File: config.mk
export PLATFORM = sky130hd
export DESIGN_NAME = mdu_sequencer_flat
export DESIGN_NICKNAME = d
export VERILOG_FILES = /design/src/rtl/mdu_sequencer_if.sv /design/src/rtl/mdu_sequencer.sv /design/src/flat_wrapper.sv
export SDC_FILE = /design/constraint.sdc
export NUM_CORES = 2
export LEC_CHECK = 0
export BUFFER_PORTS_ARGS = -buffer_cell sky130_fd_sc_hd__buf_2
export CAP_MARGIN = 5
export CORE_AREA = 4 4 335 502
export CTS_BUF_LIST = sky130_fd_sc_hd__clkbuf_8
export CTS_CLUSTER_DIAMETER = 50
export DETAILED_ROUTE_END_ITERATION = 8
export DIE_AREA = 0 0 339 506
export PLACE_DENSITY_LB_ADDON = 0.15
export SYNTH_ARGS = -nofsm -noshare
export SYNTH_HDL_FRONTEND = slang
export SYNTH_SLANG_ARGS = --single-unit
File: constraint.sdc
create_clock -name clk -period 8 [get_ports clk]
set_input_delay 0.8 -clock clk [delete_from_list [all_inputs] [get_ports clk]]
set_output_delay 0.8 -clock clk [all_outputs]
set_load 0.05 [all_outputs]
File: src/rtl/mdu_sequencer_if.sv
// Handshake and operand bus between the EX stage and the RV32M multiply/divide sequencer.
interface mdu_sequencer_if #(
  parameter int unsigned XLEN = 32
);
  logic            start;
  logic            flush;
  logic [2:0]      funct3;
  logic [XLEN-1:0] op_a;
  logic [XLEN-1:0] op_b;
  logic [XLEN-1:0] result;
  logic            done;
  logic            busy;
  logic            stall;

  modport master (
    output start, flush, funct3, op_a, op_b,
    input  result, done, busy, stall
  );

  modport slave (
    input  start, flush, funct3, op_a, op_b,
    output result, done, busy, stall
  );
endinterface

File: src/rtl/mdu_sequencer.sv
// RV32M multiply/divide sequencer: single-cycle multiply, XLEN-step restoring divide,
// divide-by-zero / signed-overflow fast paths, flush abort.
module mdu_sequencer #(
  parameter int unsigned XLEN = 32
) (
  input logic          clk,
  input logic          rst,
  mdu_sequencer_if.slave mdu
);
  localparam int unsigned CW = $clog2(XLEN);
  localparam logic [XLEN-1:0] MIN_NEG = {1'b1, {(XLEN-1){1'b0}}};

  typedef enum logic [2:0] {S_IDLE, S_MUL, S_DIV, S_FIX, S_DONE} state_t;

  state_t          state_q, state_d;
  logic [1:0]      f3_q, f3_d;
  logic [XLEN-1:0] a_q, a_d, b_q, b_d, rem_q, rem_d, result_q, result_d;
  logic [CW-1:0]   cnt_q, cnt_d;
  logic            negq_q, negq_d, negr_q, negr_d;

  logic            sa_mul, sb_mul, sa_in, sb_in, div_ge;
  logic [2*XLEN-1:0] a_x, b_x, prod;
  logic [XLEN:0]   rem_sh;
  logic [XLEN-1:0] div_sub, mul_res, quot_fix, rem_fix;

  // a_q doubles as the quotient shift register once a divide is running.
  assign sa_mul  = (f3_q != 2'b11);
  assign sb_mul  = ~f3_q[1];
  assign a_x     = {{XLEN{sa_mul & a_q[XLEN-1]}}, a_q};
  assign b_x     = {{XLEN{sb_mul & b_q[XLEN-1]}}, b_q};
  assign prod    = a_x * b_x;
  assign mul_res = (f3_q == 2'b00) ? prod[XLEN-1:0] : prod[2*XLEN-1:XLEN];

  assign rem_sh  = {rem_q, a_q[XLEN-1]};
  assign div_ge  = rem_sh >= {1'b0, b_q};
  assign div_sub = rem_sh[XLEN-1:0] - b_q;

  assign quot_fix = negq_q ? -a_q : a_q;
  assign rem_fix  = negr_q ? -rem_q : rem_q;

  assign sa_in = ~mdu.funct3[0] & mdu.op_a[XLEN-1];
  assign sb_in = ~mdu.funct3[0] & mdu.op_b[XLEN-1];

  always_comb begin
    state_d  = state_q;
    f3_d     = f3_q;
    a_d      = a_q;
    b_d      = b_q;
    rem_d    = rem_q;
    cnt_d    = cnt_q;
    negq_d   = negq_q;
    negr_d   = negr_q;
    result_d = result_q;
    unique case (state_q)
      S_IDLE: begin
        if (mdu.start) begin
          f3_d   = mdu.funct3[1:0];
          a_d    = mdu.op_a;
          b_d    = mdu.op_b;
          rem_d  = '0;
          cnt_d  = '0;
          negq_d = 1'b0;
          negr_d = 1'b0;
          if (!mdu.funct3[2]) begin
            state_d = S_MUL;
          end else if (mdu.op_b == '0) begin
            result_d = mdu.funct3[1] ? mdu.op_a : '1;
            state_d  = S_DONE;
          end else if (!mdu.funct3[0] && mdu.op_a == MIN_NEG && mdu.op_b == '1) begin
            result_d = mdu.funct3[1] ? '0 : mdu.op_a;
            state_d  = S_DONE;
          end else begin
            a_d     = sa_in ? -mdu.op_a : mdu.op_a;
            b_d     = sb_in ? -mdu.op_b : mdu.op_b;
            negq_d  = sa_in ^ sb_in;
            negr_d  = sa_in;
            state_d = S_DIV;
          end
        end
      end
      S_MUL: begin
        result_d = mul_res;
        state_d  = S_DONE;
      end
      S_DIV: begin
        rem_d = div_ge ? div_sub : rem_sh[XLEN-1:0];
        a_d   = {a_q[XLEN-2:0], div_ge};
        cnt_d = cnt_q + 1'b1;
        if (cnt_q == CW'(XLEN - 1)) state_d = S_FIX;
      end
      S_FIX: begin
        result_d = f3_q[1] ? rem_fix : quot_fix;
        state_d  = S_DONE;
      end
      S_DONE: state_d = S_IDLE;
      default: state_d = S_IDLE;
    endcase
    // Flush wins everywhere: abandon the op and keep the last delivered result.
    if (mdu.flush) begin
      state_d  = S_IDLE;
      result_d = result_q;
    end
  end

  always_ff @(posedge clk) begin
    if (rst) begin
      state_q  <= S_IDLE;
      f3_q     <= '0;
      a_q      <= '0;
      b_q      <= '0;
      rem_q    <= '0;
      cnt_q    <= '0;
      negq_q   <= 1'b0;
      negr_q   <= 1'b0;
      result_q <= '0;
    end else begin
      state_q  <= state_d;
      f3_q     <= f3_d;
      a_q      <= a_d;
      b_q      <= b_d;
      rem_q    <= rem_d;
      cnt_q    <= cnt_d;
      negq_q   <= negq_d;
      negr_q   <= negr_d;
      result_q <= result_d;
    end
  end

  assign mdu.result = result_q;
  assign mdu.done   = (state_q == S_DONE);
  assign mdu.busy   = (state_q != S_IDLE);
  assign mdu.stall  = mdu.start & ~mdu.done & ~mdu.flush;
endmodule

File: src/flat_wrapper.sv
// flat-port wrapper written by rule: the top's interface ports become plain ports
module mdu_sequencer_flat 
#(
  parameter int unsigned XLEN = 32
)
  (clk, rst, mdu_start, mdu_flush, mdu_funct3, mdu_op_a, mdu_op_b, mdu_result, mdu_done, mdu_busy, mdu_stall);
  mdu_sequencer_if #(.XLEN(XLEN)) mdu_i ();
  input logic clk;
  input logic rst;
  input wire logic [$bits(mdu_i.start)-1:0] mdu_start;
  input wire logic [$bits(mdu_i.flush)-1:0] mdu_flush;
  input wire logic [$bits(mdu_i.funct3)-1:0] mdu_funct3;
  input wire logic [$bits(mdu_i.op_a)-1:0] mdu_op_a;
  input wire logic [$bits(mdu_i.op_b)-1:0] mdu_op_b;
  output wire logic [$bits(mdu_i.result)-1:0] mdu_result;
  output wire logic [$bits(mdu_i.done)-1:0] mdu_done;
  output wire logic [$bits(mdu_i.busy)-1:0] mdu_busy;
  output wire logic [$bits(mdu_i.stall)-1:0] mdu_stall;
  assign mdu_i.start = mdu_start;
  assign mdu_i.flush = mdu_flush;
  assign mdu_i.funct3 = mdu_funct3;
  assign mdu_i.op_a = mdu_op_a;
  assign mdu_i.op_b = mdu_op_b;
  assign mdu_result = mdu_i.result;
  assign mdu_done = mdu_i.done;
  assign mdu_busy = mdu_i.busy;
  assign mdu_stall = mdu_i.stall;
  mdu_sequencer #(.XLEN(XLEN)) u_core (.clk(clk), .rst(rst), .mdu(mdu_i));
endmodule
-- Yosys cells after proc, flatten, opt, wreduce, memory -nomap -nowiden
Index checks and enable logic that the tools add are counted.
W data, S select, Z words.
- magnitude comparators: 1
- add/sub/neg operators: 6
- multiply operators: 1
- mux-type cells: 38
- equal/unequal tests: 12
- reduce and logical (&&, ||, !) cells: 15
- bitwise gates (word level): 11
- operators by type and width (operator ; count):
    $mux W32 ; 21
    $neg A32 Y32 ; 4
    $pmux W32 S2 ; 2
    $pmux W32 S3 ; 1
    $eq A32 B32 Y1 const B ; 2
    $mul A33 B33 Y64 ; 1
    $ge A33 B32 Y1 ; 1
    $logic_not A32 Y1 ; 1
    $sub A32 B32 Y32 ; 1
    $mux W3 ; 5
    $pmux W5 S2 ; 1
    $pmux W3 S3 ; 1
    $and A1 B1 Y1 ; 6
    $eq A3 B2 Y1 const B ; 2
    $mux W1 ; 6
    $ne A2 B2 Y1 const B ; 3
    $reduce_and A2 Y1 ; 3
    $reduce_bool A3 Y1 ; 2
    $add A5 B1 Y5 const B ; 1
    $eq A5 B5 Y1 const B ; 1
    $mux W5 ; 1
    $reduce_and A5 Y1 ; 1
    $not A1 Y1 ; 4
    $reduce_or A2 Y1 ; 2
    10 further kinds ; 11
- flip-flop bits (word level): 140
- word-level logic and storage cells: 93
- output and inout port bits: 35
- input bits: 71

-- Longest topological paths before layout
- depth in word-level cells: 8
- mapped depth: 32
- mapped depth without buffers: 29

-- Worst setup path after synthesis
Ideal clock, no wire load.
- path kind: register to register
- start: register u_core.a_q[31]
- end: register u_core.result_q[28] (netlist: u_core.mdu.result[28])
- stages on the path, launching flop included: 32
- data required time: 7.866 ns
- path buffers: 4
- period minus slack after synthesis: 8.540 ns
- slack: -0.540 ns
- data arrival time: 8.406 ns
- setup time: 0.134 ns
- cell sequence: dfxtp_1 > clkbuf_1 > inv_1 > a21oi_1 > clkbuf_1 > clkbuf_1 > nand2_1 > fa_1 > fa_1 > inv_1 > fa_1 > inv_1 > fa_1 > inv_1 > fa_1 > fa_1 > fa_1 > inv_1 > fa_1 > inv_1 > ha_1 > clkbuf_1 > a21oi_1 > o21ai_1 > a21o_1 > a211o_1 > a221o_1 > a41oi_1 > o21bai_1 > a211o_1 > nor4b_1 > nor4_1
- word-level cells in the longest chain between the ends: 4
- ends and longest elaborated chain (item ; RTL line ; RTL):
    from (decl) ; mdu_sequencer.sv:17 ; logic [XLEN-1:0] a_q, a_d, b_q, b_d, rem_q, rem_d, result_q, result_d;
    from (signal assigned) ; mdu_sequencer.sv:109 ; a_q <= '0;
    from (signal assigned) ; mdu_sequencer.sv:119 ; a_q <= a_d;
    $and A1 B1 Y1 ; mdu_sequencer.sv:29 ; assign a_x = {{XLEN{sa_mul & a_q[XLEN-1]}}, a_q};
    $mul A33 B33 Y64 (*) ; mdu_sequencer.sv:31 ; assign prod = a_x * b_x;
    $mux W32 (*) ; mdu_sequencer.sv:32 ; assign mul_res = (f3_q == 2'b00) ? prod[XLEN-1:0] : prod[2*XLEN-1:XLEN];
    $pmux W32 S3 (*) ; mdu_sequencer.sv:54 ; unique case (state_q)
    to (signal assigned) ; mdu_sequencer.sv:125 ; result_q <= result_d;
    to (decl) ; mdu_sequencer.sv:17 ;
Every way passes the cells marked *; elsewhere a longest branch is shown, timed or not.
A chain may end at the register's enable or synchronous reset.

-- Worst setup path after layout
- start: register u_core.f3_q[0]
- end: register u_core.result_q[18] (netlist: u_core.mdu.result[18])
- word-level cells in the longest chain between the ends: 5
- elaborated cells between the ends (all ways): 6
- those cells by class: mul (1); eq/ne (1); mux (2); bitwise (1); reduce/logical (1)
- ends and longest elaborated chain (item ; RTL line ; RTL):
    from (decl) ; mdu_sequencer.sv:16 ; logic [1:0] f3_q, f3_d;
    from (signal assigned) ; mdu_sequencer.sv:108 ; f3_q <= '0;
    from (signal assigned) ; mdu_sequencer.sv:118 ; f3_q <= f3_d;
    $ne A2 B2 Y1 ; mdu_sequencer.sv:27 ; assign sa_mul = (f3_q != 2'b11);
    $and A1 B1 Y1 ; mdu_sequencer.sv:29 ;
    $mul A33 B33 Y64 ; mdu_sequencer.sv:31 ;
    $mux W32 (*) ; mdu_sequencer.sv:32 ;
    $pmux W32 S3 (*) ; mdu_sequencer.sv:54 ;
Marked as above.

==> results.rst <==
.. list-table::
   :header-rows: 1

   * - Metric
     - Value
   * - Outcome
     - finished, final reports clean
   * - Fraction of the yosys area taken by sequential cells
     - under 10%
   * - Count of different cell masters after synthesis
     - 83
   * - Routability congestion estimate
     - between 0.9 and 1
   * - Most common cell type on the critical path
     - fa_1
   * - Instance count of the mapped netlist
     - about 5700
   * - Startpoint class of the critical path
     - flop
   * - Vias in the first global route
     - ~43000
   * - Net count of the mapped netlist
     - 7167
   * - Total length of routed wires
     - ~180000 µm
   * - Final setup violation count
     - 0
   * - Peak fanout along the critical path
     - 8
   * - Mapped Avg Cell Area
     - approximately 8.6 µm²
   * - Crit-path max cell delay
     - 0.63 ns
   * - Cell Area, Synth
     - 48900 µm²
   * - Slowest stage cell, crit path
     - fa_2
   * - Critical path start-end classification
     - flop to flop
   * - Area of all placed cells without fillers
     - 56600 µm²
   * - Pin count of the biggest net entering global routing
     - around 80
   * - Post-synth top flop
     - dfxtp_1
   * - Cts-stage hold buffer count
     - 0
   * - Unrepaired setup endpoints after global routing
     - true
   * - Static leakage power
     - around 26 nW
   * - Sink Count
     - 140
   * - Commonest cells after routing, fill and taps aside
     - 1158 x inv_1, 1100 x fa_1, 907 x nand2_1
   * - Async SR Flop Fraction
     - 0%
   * - Critical Path RT
     - between 8 and 9 ns
   * - Number of buffers created by CTS
     - 17
   * - DRC viols
     - 0
   * - Deepest clock path buffer count
     - 2
   * - Residual overflow from global routing
     - 0
   * - Transition time at the pin with the least slew margin
     - roughly 1.2 ns
   * - Worst slew slack as a fraction of its limit
     - approximately 16%
   * - Length of the first detailed-routing pass in iterations
     - 8
   * - Count of flip-flops with a built-in enable after synthesis
     - 0
   * - Clock tree from TritonCTS
     - built
   * - Area growth from synthesis to layout
     - 15.7%
   * - Clock Latency Late Sink
     - 0.59 ns
   * - Count of standard-cell rows
     - between 150 and 200
   * - Max rail drop VDD
     - around 0.00027 V
   * - Share of final-layout standard cells stronger than drive strength 1
     - approximately 14%
   * - Most common cell after layout, fill and taps aside
     - inv_1
   * - Post-route worst hold slack
     - 0.483 ns
   * - Total Power
     - approximately 13 mW
   * - Port Buffer Count
     - about 110
   * - First-pass GRT wire length
     - between 200000 and 300000 µm
   * - DPL Wire Length
     - about 160000 µm
   * - Total placed cells including tap cells
     - ~8000
   * - Routed length per placed instance
     - 22.8 µm
   * - Buffer type at the clock tree root
     - clkbuf_8
   * - Path type of the worst min-delay path
     - flop to flop
   * - Clock slew at the register clock pins of the worst setup and hold paths
     - 0.12 ns
   * - Average via count per standard cell
     - 4.96
   * - Ys Warns
     - 0
   * - Shortest clock period the worst path allows after layout
     - around 7.9 ns
   * - Final Skew
     - slightly above 0.04 ns
   * - Max Clk Rate
     - 126 MHz
   * - Initial core utilization
     - between 20% and 30%
   * - Number of pins exceeding their max-slew limit in the final report
     - 0
   * - Core region area
     - between 150000 and 200000 µm²
   * - Power density of the placed cells
     - 227 nW/µm²
   * - CP Data Arrival Time
     - roughly 8.4 ns
   * - Maximum Capacitance Violations
     - 0
   * - H-Tree Depth
     - 4
   * - Synth Register Bits
     - 140
   * - Final period util
     - 99.2%
   * - Number of vias after detailed routing
     - 40200
   * - Die Area
     - 172000 µm²
   * - Die height
     - between 500 and 600 µm
   * - Total placed instance area
     - approximately 55000 µm²
   * - Number of hold violations in the final report
     - 0
   * - Layout Utilization
     - between 30% and 40%
   * - IO Pins
     - 106
   * - Initial antenna violation count
     - 12
   * - Final net count
     - 7414
   * - Antenna Violating Nets Remaining
     - 0
   * - 1st-iter DRT viols
     - around 2600
   * - Final cell count without fillers
     - about 8100
   * - Total Routing Usage GR
     - 21.6%
   * - Die Wd
     - 339 µm
   * - Element type at the critical path end
     - flop
-- timing repair --
| action | in CTS | in global routing |
|---|---|---|
| resized for setup | 45 | 140 |
| gates cloned | 0 | 2 |
| hold endpoints to repair | 0 | 0 |
| endpoints found under the setup margin | 19 | 31 |
| pin swaps | 10 | 55 |
| buffers inserted | 4 | 17 |
-- worst max-delay path, delay by kind of cell (launching register included) --
kind	cells	cell delay, ns
AOI/OAI and AO/OA	9	2.04
xor gates and xnor gates	1	0.09
adders and majority gates	9	4.42
buffers and inverters	7	0.76
DFF	1	0.37
and+or+nand+nor	2	0.12
-- layer usage --
layer | track usage (%) | wire length, µm | vias up
met5 | 0 | 41 | -
met4 | 6.23 | 6080 | 6
met3 | 1.54 | 7450 | 232
met2 | 39.3 | 95700 | 1064
met1 | 27.5 | 75600 | 21000
li1 | - | - | 17900
-- cell families (layout without fill, tap and decap cells) --
kind of cell,count (synthesis),in the layout,synth area share [%]
AO/OA/AOI/OAI,685,685,9.12
XOR/XNOR,200,200,3.58
adder cells (fa/ha/maj),1407,1407,53.1
buffers and inverters,1531,1791,11.8
flip-flops,140,140,5.73
multiplexers,20,20,0.409
other,0,10,0
AND/OR/NAND/NOR,1735,1735,16.2
-- layout make-up --
type                    instances  area [µm²]
fillers                     17200      107000
well taps                    2116        2650
diodes                         10        25.0
clock inverters                15         191
flip-flops and latches        140        2860
multi-input cells            4047       41100
repair buffers                585        5150
clock buffers                  17         234
inverters                    1174        4410
-- Yosys cell counts (13+ instances only) --
| cell type | count | area [µm²] |
|---|---|---|
| inv_1 | 1174 | 4410 |
| nor2b_1 | 13 | 81.3 |
| a22oi_1 | 37 | 278 |
| a221oi_1 | 14 | 123 |
| o31ai_1 | 40 | 300 |
| o21ai_0 | 162 | 811 |
| or2_2 | 16 | 100 |
| dfxtp_1 | 140 | 2800 |
| nand2_1 | 918 | 3450 |
| o21a_1 | 17 | 128 |
| a21oi_1 | 174 | 871 |
| ha_1 | 252 | 3150 |
| xnor2_1 | 115 | 1010 |
| o41ai_1 | 18 | 158 |
| clkbuf_1 | 300 | 1130 |
| nor4_1 | 21 | 131 |
| or4_1 | 18 | 135 |
| maj3_1 | 29 | 290 |
| a31oi_1 | 16 | 100 |
| nand3_1 | 32 | 160 |
| nand4_1 | 34 | 213 |
| mux2i_1 | 20 | 200 |
| or3_1 | 25 | 156 |
| o21bai_1 | 16 | 120 |
| a211oi_1 | 60 | 450 |
| nor2_1 | 250 | 938 |
| a21o_1 | 37 | 278 |
| nor3_1 | 39 | 195 |
| buf_1 | 44 | 165 |
| nand2b_1 | 17 | 106 |
| and2_1 | 321 | 2010 |
| a311oi_1 | 15 | 131 |
| xor2_1 | 85 | 744 |
| o211ai_1 | 13 | 97.6 |
| fa_1 | 1126 | 22500 |
-- state kept, by name (all words and copies together), names as in the netlist --
signal             cells
u_core.a_q            32
u_core.b_q            32
u_core.mdu.result     32
u_core.rem_q          32
u_core.cnt_q           5
u_core.state_q         3
u_core.f3_q            2
u_core.negq_q          1
u_core.negr_q          1
-- per-stage QoR --
step	worst slack (ns)	TNS (ns)
final	0.0604	0
after floorplan	-0.00363	-0.00363
after global routing	-0.194	-1.25
after detailed placement	-0.436	-2.28
after global placement	-0.416	-2.20
after CTS	0.00732	0
-- worst paths after layout --
check / from / to / depth (start not counted) / slack, ns
worst min register to register: u_core.cnt_q[3]$_SDFFE_PP0P_ / u_core.cnt_q[3]$_SDFFE_PP0P_ / 2 / 0.48
worst min-delay path: u_core.cnt_q[3]$_SDFFE_PP0P_ / u_core.cnt_q[3]$_SDFFE_PP0P_ / 2 / 0.48
worst max-delay path: u_core.f3_q[0]$_SDFFE_PP0P_ / u_core.mdu.result[18]$_SDFFE_PP0P_ / 28 / 0.06
worst max register to register: u_core.f3_q[0]$_SDFFE_PP0P_ / u_core.mdu.result[18]$_SDFFE_PP0P_ / 28 / 0.06
-- power breakdown --
part / switching (mW) / internal [mW]
logic: 6.56 / 4.79
clock network: 0.446 / 0.241
registers: 0.0603 / 0.727
(Power assumes the default switching activity.)
